File: src/rtl/demux_1_to_n_stream.sv
// demux_1_to_n_stream: registered 1-to-N valid/ready demux with addressed and round-robin scatter modes
module demux_1_to_n_stream #(
  parameter int WIDTH = 8,
  parameter int N_OUT = 8,
  localparam int SEL_W = $clog2(N_OUT)
) (
  input  logic                   clk,
  input  logic                   rst,
  input  logic                   in_valid,
  output logic                   in_ready,
  input  logic [WIDTH-1:0]       in_data,
  input  logic [SEL_W-1:0]       sel,
  input  logic                   mode,
  output logic [N_OUT-1:0]       out_valid,
  input  logic [N_OUT-1:0]       out_ready,
  output logic [N_OUT*WIDTH-1:0] out_data,
  output logic [SEL_W-1:0]       rr_ptr,
  output logic [7:0]             drop_cnt
);
  typedef logic [2**SEL_W-1:0] pad_t;
  logic [N_OUT-1:0] out_valid_q, out_valid_d;
  logic [N_OUT*WIDTH-1:0] out_data_q, out_data_d;
  logic [SEL_W-1:0] rr_ptr_q, rr_ptr_d, t;
  logic [7:0] drop_cnt_q, drop_cnt_d;
  logic in_range, accept, drop;
  pad_t free;
  assign t = mode ? rr_ptr_q : sel;
  assign in_range = 32'(t) < N_OUT;
  // a channel can take a beat in the same cycle its consumer drains it
  assign free = pad_t'(~out_valid_q | out_ready);
  assign in_ready = in_range ? free[t] : 1'b1;
  assign accept = in_valid && in_ready && in_range;
  assign drop = in_valid && !in_range;
  always_comb begin
    out_valid_d = out_valid_q & ~out_ready;
    out_data_d = out_data_q;
    for (int k = 0; k < N_OUT; k++) begin
      if (accept && t == SEL_W'(k)) begin
        out_valid_d[k] = 1'b1;
        out_data_d[k*WIDTH +: WIDTH] = in_data;
      end
    end
    rr_ptr_d = (accept && mode) ? ((32'(rr_ptr_q) == N_OUT-1) ? '0 : rr_ptr_q + 1'b1) : rr_ptr_q;
    drop_cnt_d = (drop && drop_cnt_q != 8'hFF) ? drop_cnt_q + 8'd1 : drop_cnt_q;
  end
  always_ff @(posedge clk or posedge rst) begin
    if (rst) begin
      out_valid_q <= '0;
      out_data_q <= '0;
      rr_ptr_q <= '0;
      drop_cnt_q <= '0;
    end else begin
      out_valid_q <= out_valid_d;
      out_data_q <= out_data_d;
      rr_ptr_q <= rr_ptr_d;
      drop_cnt_q <= drop_cnt_d;
    end
  end
  assign out_valid = out_valid_q;
  assign out_data = out_data_q;
  assign rr_ptr = rr_ptr_q;
  assign drop_cnt = drop_cnt_q;
endmodule

File: config.mk
export PLATFORM = sky130hd
export DESIGN_NAME = demux_1_to_n_stream
export DESIGN_NICKNAME = d
export VERILOG_FILES = /design/src/rtl/demux_1_to_n_stream.sv
export SDC_FILE = /design/constraint.sdc
export NUM_CORES = 1
export LEC_CHECK = 0
export ABC_CLOCK_PERIOD_IN_PS = 2190
export BUFFER_PORTS_ARGS = -buffer_cell sky130_fd_sc_hd__clkbuf_2
export CORE_ASPECT_RATIO = 0.9
export CORE_MARGIN = 1
export CORE_UTILIZATION = 45
export CTS_CLUSTER_DIAMETER = 150
export DETAILED_ROUTE_END_ITERATION = 7
export PLACE_DENSITY = 0.84
export SLEW_MARGIN = 20
export SYNTH_ARGS = -nofsm -noshare
export SYNTH_HDL_FRONTEND = slang
export SYNTH_SLANG_ARGS = --single-unit
File: constraint.sdc
create_clock -name clk -period 2.19 [get_ports clk]
set_input_delay 0.438 -clock clk [delete_from_list [all_inputs] [get_ports clk]]
set_output_delay 0.438 -clock clk [all_outputs]
set_load 0.03 [all_outputs]
==> results of run 1 <==
==> cells by family after synthesis <==
family | count (synthesis)
other | 1
multiplexers | 69
AO/OA/AOI/OAI | 15
flip-flops | 75
buffers and inverters | 13
adder cells (fa/ha/maj) | 2
AND/OR/NAND/NOR | 35
==> per-layer routing <==
layer | GRT usage | wire (µm) | up-vias
met4 | 0.0532 | 104 | 0
met3 | 0.0685 | 458 | 13
met5 | 0 | 0 | -
li1 | - | - | 1033
met1 | 0.279 | 3550 | 1188
met2 | 0.365 | 3950 | 94
==> final cells by class <==
| cell class | count | area (µm²) | area share |
|---|---|---|---|
| Timing Repair Buffer | 138 | 928 | 0.202 |
| Clock inverter | 7 | 98.8 | 0.0215 |
| Inverter | 2 | 11.3 | 0.00245 |
| Sequential cell | 75 | 1880 | 0.409 |
| Tap cell | 90 | 113 | 0.0245 |
| Clock buffer | 9 | 124 | 0.0270 |
| Multi-Input combinational cell | 129 | 1440 | 0.313 |
==> worst max path at each step <==
stage / from / endpoint / depth (start not counted)
6_report: rr_ptr[1] / in_ready / 5
3_3_place_gp: mode / out_data[38] / 8
5_1_grt: rr_ptr[1] / in_ready / 5
3_5_place_dp: mode / out_data[39] / 8
2_1_floorplan: mode / out_data[33] / 7
4_1_cts: rr_ptr[1] / in_ready / 6
==> per-stage QoR <==
stage | hold WS (ns) | setup TNS (ns) | area, µm²
after floorplan | 0.523 | -1.87 | 3280
after global placement | 0.472 | -10.43 | 4090
after detailed placement | 0.484 | -12.70 | 4090
after CTS | 0.190 | -1.76 | 4370
after global routing | 0.224 | -4.93 | 4590
final | 0.180 | -3.14 | 4590
==> synth_stat cells, drive strengths merged <==
library cell	instances	area share
or3b	1	0.0027
nor3b	2	0.0047
a21o	1	0.0024
or2	3	0.0059
nand2b	6	0.012
a211o	1	0.0027
nand3	3	0.0047
ha	2	0.0078
nand3b	2	0.0047
nor3	9	0.036
nand2	1	0.0012
o31ai	5	0.012
o21ai	1	0.0016
and3b	1	0.0039
buf	10	0.026
o21bai	1	0.0024
o2111ai	1	0.0082
inv	2	0.0024
nor2	3	0.0059
mux2i	2	0.0063
o22ai	1	0.0020
dfrtp	75	0.59
mux2	67	0.24
clkbuf	1	0.0012
conb	1	0.0012
a2111o	1	0.0035
o21ba	1	0.0031
nor2b	2	0.0039
a21oi	2	0.0031
and2	2	0.0039
==> report_power, final <==
group | internal, W | switching [W]
Clock | 0.000649 | 0.000533
Combinational | 0.00150 | 0.00223
Sequential | 0.00204 | 0.000420
==> sequential cells by signal (all words and copies together), names as in the netlist <==
signal,count
rr_ptr,3
out_data,64
out_valid,8
==> repair_timing <==
action,in CTS,in global routing
hold endpoints to repair,0,0
gates resized for setup,7,47
hold buffers,0,0
pin swaps,5,7
setup endpoints to repair,28,68
buffers inserted,4,7
==> flow_summary_export.csv, run 1 <==
group,metric,value,unit
outcome,status,"finished, violations left",
outcome,failed_checks,"negative setup slack",
floorplan,die_h,81.9,µm
setup_path,r2r-end,"out_data[35]",
yosys,synth_top_family_by_area,"multiplexers",
yosys,synth_cell_types,37,
detailed_routing,firstDrtPassIters,4,
yosys,muxShareOfSynthArea,0.243,
run,drv_cap,0,
setup_path,cp_cell_sequence,"and3b_4 > o21ba_4 > a2111o_1 > mux2i_4 > buf_8",
setup_path,worstSetupPathType,"register to output pin",
setup_path,cp_slowest_cell,"dfrtp_2",
clock_tree,root_buffer,"clkbuf_8",
setup_path,worstSetupStartpointType,"register",
min_path,hold_class,"primary input to async pin",
setup_path,worst-r2r-setup-slack,-0.15,ns
clock_tree,clk_path_buf_depth,2,
place,place_ws,-0.245,ns
setup_path,crit_path_max_incr_delay,0.44,ns
cells_and_area,drive_gt1_frac,0.672,
timing,layout_setup_ws,-0.178,ns
timing,skew,0.0125,ns
setup_path,critPathArrivalTime,1.93,ns
detailed_routing,wire_per_inst,17.9,µm
global_routing,grt_use_total,0.218,
cells_and_area,antenna_cells,0,
floorplan,start_util,0.474,
pwr,pwr_density_cell,1600,mW/mm²
setup_path,crit_family,"compound AO/OA/AOI/OAI gates",
pwr,power.leakage,2.23,nW
global_routing,grt_pass1_vias,2289,
cells_and_area,nets,380,
global_routing,grt_max_degree,33,
cells_and_area,final_common_cell,"clkbuf_2",
detailed_routing,finalWirelength,8060,µm
pwr,ir_worst_vdd,1.03,mV
floorplan,io_pins,107,
cells_and_area,final-instance-count-excl-fill,450,
timing,fmax,422,MHz
global_routing,grt_pass1_wl,11900,µm
place,dp.cells,424,
clock_tree,h-tree-depth,3,
yosys,yosys.area_share.simple,0.0898,
place,place_congestion,0.823,
timing,finalHoldViolCount,0,
setup_path,critPathCaptureType,"output pin",
cells_and_area,syn_to_final_growth,44.0,%
yosys,netlist_instances,210,
setup_path,critPathBufInv,1,
detailed_routing,viasPerCell,5.17,
timing,slew_headroom,0.515,
detailed_routing,drc_errors,0,
yosys,synth_xor_area_frac,0,
pwr,power.total,0.00737,W
clock_tree,clk_pin_slew,0.08,ns
yosys,synthAdderAreaFrac,0.00784,
setup_path,reg2reg_from,"rr_ptr[1]",
yosys,yosys_warnings,0,
timing,drv_slew,0,
clock_tree,clock_latency,0.35,ns
timing,max_slew.worst_pin.slew,0.726,ns
detailed_routing,drtIter0Drc,70,
clock_tree,clock_sinks,75,
setup_path,rr_worst_depth,7,
timing,rsz0062_at_grt,"true",
yosys,ys_ff_latch,75,
timing,layout_min_cycle_time,2.37,ns
detailed_routing,ant_nets,0,
yosys,ys_seq_area_frac,0.588,
floorplan,die-area,0.00743,mm²
place,hpwl,5410,µm
floorplan,coreArea,0.00673,mm²
floorplan,die_w,90.8,µm
global_routing,gr-total-overflow,0,
floorplan,rows,28,
clock_tree,cts_tree,"yes",
global_routing,antenna_found_initial,0,
detailed_routing,vias,2328,
setup_path,crit_fanout,4,
cells_and_area,final_util,0.683,
timing,finalCritPeriodShare,1.08,
clock_tree,cts-buffers-inserted,9,
yosys,synth-compound-area-share,0.0408,
timing,setup_viol,30,
yosys,avgSynthCellArea,15.2,µm²
cells_and_area,n_fill_cell,489,
place,portBuffers,98,
yosys,netlist_area,0.00319,mm²
setup_path,critPathRequiredTime,1.75,ns
cells_and_area,mostFrequentLayoutCells,"clkbuf_2 (97), dfrtp_1 (73), mux2_4 (35), mux2_2 (32), buf_4 (21)",
Note: power is estimated with default switching activity, not from simulation.
==> inputs of run 2 (changes only) <==
--- a/config.mk
+++ b/config.mk
@@ -9,10 +9,10 @@
 export BUFFER_PORTS_ARGS = -buffer_cell sky130_fd_sc_hd__clkbuf_2
 export CORE_ASPECT_RATIO = 0.9
 export CORE_MARGIN = 1
-export CORE_UTILIZATION = 45
+export CORE_UTILIZATION = 40
 export CTS_CLUSTER_DIAMETER = 150
 export DETAILED_ROUTE_END_ITERATION = 7
-export PLACE_DENSITY = 0.84
+export PLACE_DENSITY = 0.77
 export SLEW_MARGIN = 20
 export SYNTH_ARGS = -nofsm -noshare
 export SYNTH_HDL_FRONTEND = slang
==> flow_summary_export.csv, run 2 (same netlist as run 1, synthesis figures left out) <==
group,metric,value,unit
clock_tree,h-tree-depth,3,
setup_path,crit_family,"compound AO/OA/AOI/OAI gates",
detailed_routing,drc_errors,0,
detailed_routing,firstDrtPassIters,4,
place,place_congestion,0.747,
setup_path,critPathRequiredTime,1.75,ns
global_routing,gr-total-overflow,0,
detailed_routing,finalWirelength,7440,µm
floorplan,start_util,0.419,
outcome,failed_checks,"negative setup slack",
setup_path,critPathCaptureType,"output pin",
timing,fmax,421,MHz
place,hpwl,5420,µm
clock_tree,root_buffer,"clkbuf_8",
clock_tree,clk_pin_slew,0.07,ns
clock_tree,ctsHoldBuffers,0,
pwr,ir_worst_vdd,0.944,mV
timing,drv_slew,0,
cells_and_area,nets,380,
global_routing,grt_pass1_vias,2290,
clock_tree,clock_latency,0.34,ns
setup_path,cp_cell_sequence,"and3b_4 > o21ba_4 > a2111o_1 > mux2i_2 > clkbuf_8",
timing,layout_setup_ws,-0.187,ns
timing,timing.hold.ws,0.111,ns
timing,rsz0062_at_grt,"true",
global_routing,grt_use_total,0.190,
timing,skew,0.00868,ns
timing,finalHoldViolCount,0,
timing,slew_headroom,0.634,
place,place_ws,-0.207,ns
cells_and_area,antenna_cells,0,
cells_and_area,final_common_cell,"clkbuf_2",
cells_and_area,largest_reg_flops,64,
cells_and_area,drive_gt1_frac,0.664,
run,drv_cap,0,
setup_path,crit_fanout,5,
outcome,status,"finished, violations left",
clock_tree,cts-buffers-inserted,9,
pwr,power.leakage,2.13,nW
setup_path,cp_slowest_cell,"dfrtp_2",
timing,max_slew.worst_pin.slew,0.549,ns
setup_path,worstSetupPathType,"register to output pin",
clock_tree,clk_path_buf_depth,2,
clock_tree,cts_tree,"yes",
timing,finalCritPeriodShare,1.09,
floorplan,io_pins,107,
detailed_routing,wire_per_inst,16.3,µm
floorplan,die_h,86.7,µm
setup_path,critPathArrivalTime,1.94,ns
setup_path,crit_path_max_incr_delay,0.45,ns
detailed_routing,ant_nets,0,
floorplan,rows,30,
setup_path,worst-r2r-setup-slack,-0.11,ns
floorplan,die_w,96.1,µm
global_routing,antenna_found_initial,0,
place,portBuffers,98,
detailed_routing,viasPerCell,4.96,
min_path,hold_class,"primary input to async pin",
global_routing,grt_pass1_wl,11600,µm
detailed_routing,vias,2262,
cells_and_area,mostFrequentLayoutCells,"clkbuf_2 (97), dfrtp_1 (73), mux2_2 (52), buf_4 (26), mux2_4 (13)",
cells_and_area,syn_to_final_growth,39.2,%
global_routing,grt_max_degree,55,
detailed_routing,drtIter0Drc,68,
setup_path,worstSetupStartpointType,"register",
floorplan,coreArea,0.00762,mm²
timing,layout_min_cycle_time,2.38,ns
setup_path,critPathBufInv,1,
clock_tree,clock_sinks,75,
pwr,pwr_density_cell,1580,mW/mm²
floorplan,die-area,0.00834,mm²
timing,setup_viol,33,
run 2: changes by cell type in the layout (fill, tap and decap cells not counted), sizes merged:
cell,change
buf,-1
clkbuf,+3
clkinvlp,+2
bufinv,-1
inv,-1
clkinv,-2
run 2: path summary, 6_finish.rpt:
path / startpoint / end / cells past startpoint
min reg2reg: out_data[63] / out_data[63] / 1
min: rst / out_data[37] / 2
max in group asynchronous: rst / out_data[55] / 3
max: rr_ptr[1] / in_ready / 5
max reg2reg: rr_ptr[1] / out_data[49] / 8
min in group clk: out_ready[3] / out_valid[3] / 2
run 2: metal layers:
layer | part of all wire | up-vias | track usage
li1 | - | 1033 | -
met1 | 0.44 | 1147 | 0.242
met2 | 0.48 | 76 | 0.304
met3 | 0.070 | 6 | 0.0772
met4 | 0.0078 | 0 | 0.0407
met5 | 0 | - | 0
run 2: stage by stage:
step | util | cell area [µm²] | instances | TNS [ns] | power [W]
after detailed placement | 0.539 | 4110 | 435 | -10.41 | 0.00585
after global placement | 0.539 | 4110 | 435 | -7.21 | 0.00575
after global routing | 0.583 | 4440 | 456 | -5.53 | 0.00740
final | 0.583 | 4440 | 456 | -3.19 | 0.00701
after floorplan | - | 3280 | 217 | -1.87 | 0.00471
after CTS | 0.571 | 4350 | 452 | -3.71 | 0.00695
run 2: what timing repair did:
item                       CTS  global route
pin swaps                    4             6
gates resized for setup      8            17
setup endpoints to repair   24            50
setup buffers                1             6
run 2: layout make-up:
type | count | area, µm²
tap | 96 | 120
multi-input combinational | 129 | 1350
clock inverter | 5 | 61.3
clock buffer | 11 | 141
sequential | 75 | 1880
timing repair buffer | 138 | 878
inverter | 2 | 11.3
fill | 636 | 3180
run 2: worst reg2reg max path: stages (launching register included):
cell and delay [ns]:
dfrtp_2 0.45, and3b_4 0.20, o21ba_4 0.18, a2111o_1 0.41, buf_4 0.16, buf_6 0.14
nor3_4 0.16, buf_12 0.17, mux2_2 0.33
run 2: power breakdown:
part | total [W] | leakage [nW] | internal (W) | switching [W]
Sequential | 0.00243 | 0.911 | 0.00204 | 0.000388
Clock | 0.00106 | 0.0922 | 0.000561 | 0.000502
Combinational | 0.00352 | 1.13 | 0.00134 | 0.00217
==> inputs of run 3 (changes only) <==
--- a/config.mk
+++ b/config.mk
@@ -12,6 +12,7 @@
 export CORE_UTILIZATION = 40
 export CTS_CLUSTER_DIAMETER = 150
 export DETAILED_ROUTE_END_ITERATION = 7
+export HOLD_SLACK_MARGIN = 0.12
 export PLACE_DENSITY = 0.77
 export SLEW_MARGIN = 20
 export SYNTH_ARGS = -nofsm -noshare
==> flow_summary_export.csv, run 3 (same netlist as run 1, synthesis figures left out) <==
group,metric,value,unit
timing,drv_slew,0,
timing,fmax,421,MHz
detailed_routing,firstDrtPassIters,4,
cells_and_area,largest_reg_flops,64,
global_routing,grt_max_degree,55,
clock_tree,root_buffer,"clkbuf_8",
clock_tree,cts_tree,"yes",
detailed_routing,finalWirelength,7440,µm
cells_and_area,final-instance-count-excl-fill,457,
setup_path,cp-startpoint,"rr_ptr[1]",
setup_path,crit_fanout,5,
setup_path,worstSetupStartpointType,"register",
cells_and_area,antenna_cells,0,
setup_path,critPathArrivalTime,1.94,ns
clock_tree,clock_latency,0.34,ns
timing,slew_headroom,0.634,
place,portBuffers,98,
run,drv_cap,0,
timing,finalHoldViolCount,0,
setup_path,crit_family,"compound AO/OA/AOI/OAI gates",
outcome,failed_checks,"negative setup slack",
setup_path,critPathRequiredTime,1.75,ns
setup_path,worstSetupPathType,"register to output pin",
outcome,status,"finished, violations left",
floorplan,die_h,86.7,µm
pwr,ir_worst_vdd,0.944,mV
setup_path,cp_slowest_cell,"dfrtp_2",
min_path,hold_class,"primary input to register",
timing,layout_min_cycle_time,2.38,ns
clock_tree,cts-buffers-inserted,9,
timing,setup_tns,-3.20,ns
detailed_routing,drc_errors,0,
global_routing,antenna_found_initial,0,
detailed_routing,wire_per_inst,16.3,µm
setup_path,critPathCaptureType,"output pin",
cells_and_area,drive_gt1_frac,0.662,
clock_tree,h-tree-depth,3,
setup_path,crit_path_max_incr_delay,0.45,ns
floorplan,die-area,0.00834,mm²
setup_path,cp_cell_sequence,"and3b_4 > o21ba_4 > a2111o_1 > mux2i_2 > clkbuf_8",
min_path,hold_start,"out_ready[3]",
setup_path,reg2reg_from,"rr_ptr[1]",
place,dp.cells,435,
global_routing,grt_pass1_wl,11600,µm
timing,skew,0.00868,ns
place,hpwl,5420,µm
setup_path,critPathBufInv,1,
place,place_congestion,0.747,
floorplan,coreArea,0.00762,mm²
timing,finalCritPeriodShare,1.09,
floorplan,io_pins,107,
global_routing,grt_pass1_vias,2290,
detailed_routing,viasPerCell,4.96,
clock_tree,clk_pin_slew,0.08,ns
cells_and_area,n_fill_cell,636,
cells_and_area,nets,381,
timing,max_slew.worst_pin.slew,0.549,ns
setup_path,worst-r2r-setup-slack,-0.11,ns
detailed_routing,vias,2266,
clock_tree,clk_path_buf_depth,2,
timing,layout_setup_ws,-0.188,ns
clock_tree,clock_sinks,75,
floorplan,rows,30,
timing,setup_viol,33,
global_routing,gr-total-overflow,0,
cells_and_area,mostFrequentLayoutCells,"clkbuf_2 (97), dfrtp_1 (73), mux2_2 (52), buf_4 (26), mux2_4 (13)",
timing,rsz0062_at_grt,"true",
detailed_routing,drtIter0Drc,63,
place,place_ws,-0.207,ns
cells_and_area,syn_to_final_growth,39.5,%
pwr,power.leakage,2.13,nW
pwr,pwr_density_cell,1580,mW/mm²
floorplan,die_w,96.1,µm
cells_and_area,final_common_cell,"clkbuf_2",
detailed_routing,ant_nets,0,
floorplan,start_util,0.419,
global_routing,grt_use_total,0.190,
## run 3: changes by cell type in the layout (fill, tap and decap cells not counted), sizes merged
cell,previous run,this run
dlygate4sd3,0,1
## run 3: layout make-up
cell class	instances	area, µm²	share of cell area
sequential	75	1880	0.422
multi-input combinational	129	1350	0.303
timing repair buffer	139	888	0.200
clock buffer	11	141	0.0318
tap	96	120	0.0270
clock inverter	5	61.3	0.0138
inverter	2	11.3	0.00253
## run 3: timing repair
item / CTS / global route
hold buffers: 1 / 0
endpoints found under the setup margin: 24 / 50
pin swaps: 4 / 6
setup buffers: 1 / 6
hold endpoints to repair: 10 / 0
resized for setup: 8 / 17
## run 3: metrics by stage
stage	cell area (µm²)	hold WS, ns	total power (W)	utilization
floorplan	3280	0.523	0.00471	-
global placement	4110	0.470	0.00575	0.539
detailed placement	4110	0.482	0.00585	0.539
CTS	4360	0.272	0.00696	0.573
global route	4450	0.282	0.00740	0.584
finish	4450	0.297	0.00701	0.584
## run 3: path summary, 6_finish.rpt
kind	to	cells past startpoint
min in group asynchronous	out_data[37]	3
worst max-delay path	in_ready	5
worst min-delay path	out_valid[3]	2
worst max register to register	out_data[49]	8
worst min register to register	out_data[63]	1
max in group asynchronous	out_data[55]	4
## run 3: where the power goes
group	switching (W)	total (W)	internal, W	leakage [nW]
Clock	0.000502	0.00106	0.000561	0.0922
Combinational	0.00217	0.00352	0.00135	1.13
Sequential	0.000388	0.00243	0.00204	0.911
Total	0.00306	0.00701	0.00395	2.13
## run 3: routing by layer
layer / wire [µm] / vias up / part of all wire / GRT usage
met4: 58 / 0 / 0.0078 / 0.0407
met3: 521 / 6 / 0.070 / 0.0772
li1: - / 1035 / - / -
met5: 0 / - / 0 / 0
met2: 3560 / 76 / 0.48 / 0.304
met1: 3300 / 1149 / 0.44 / 0.242
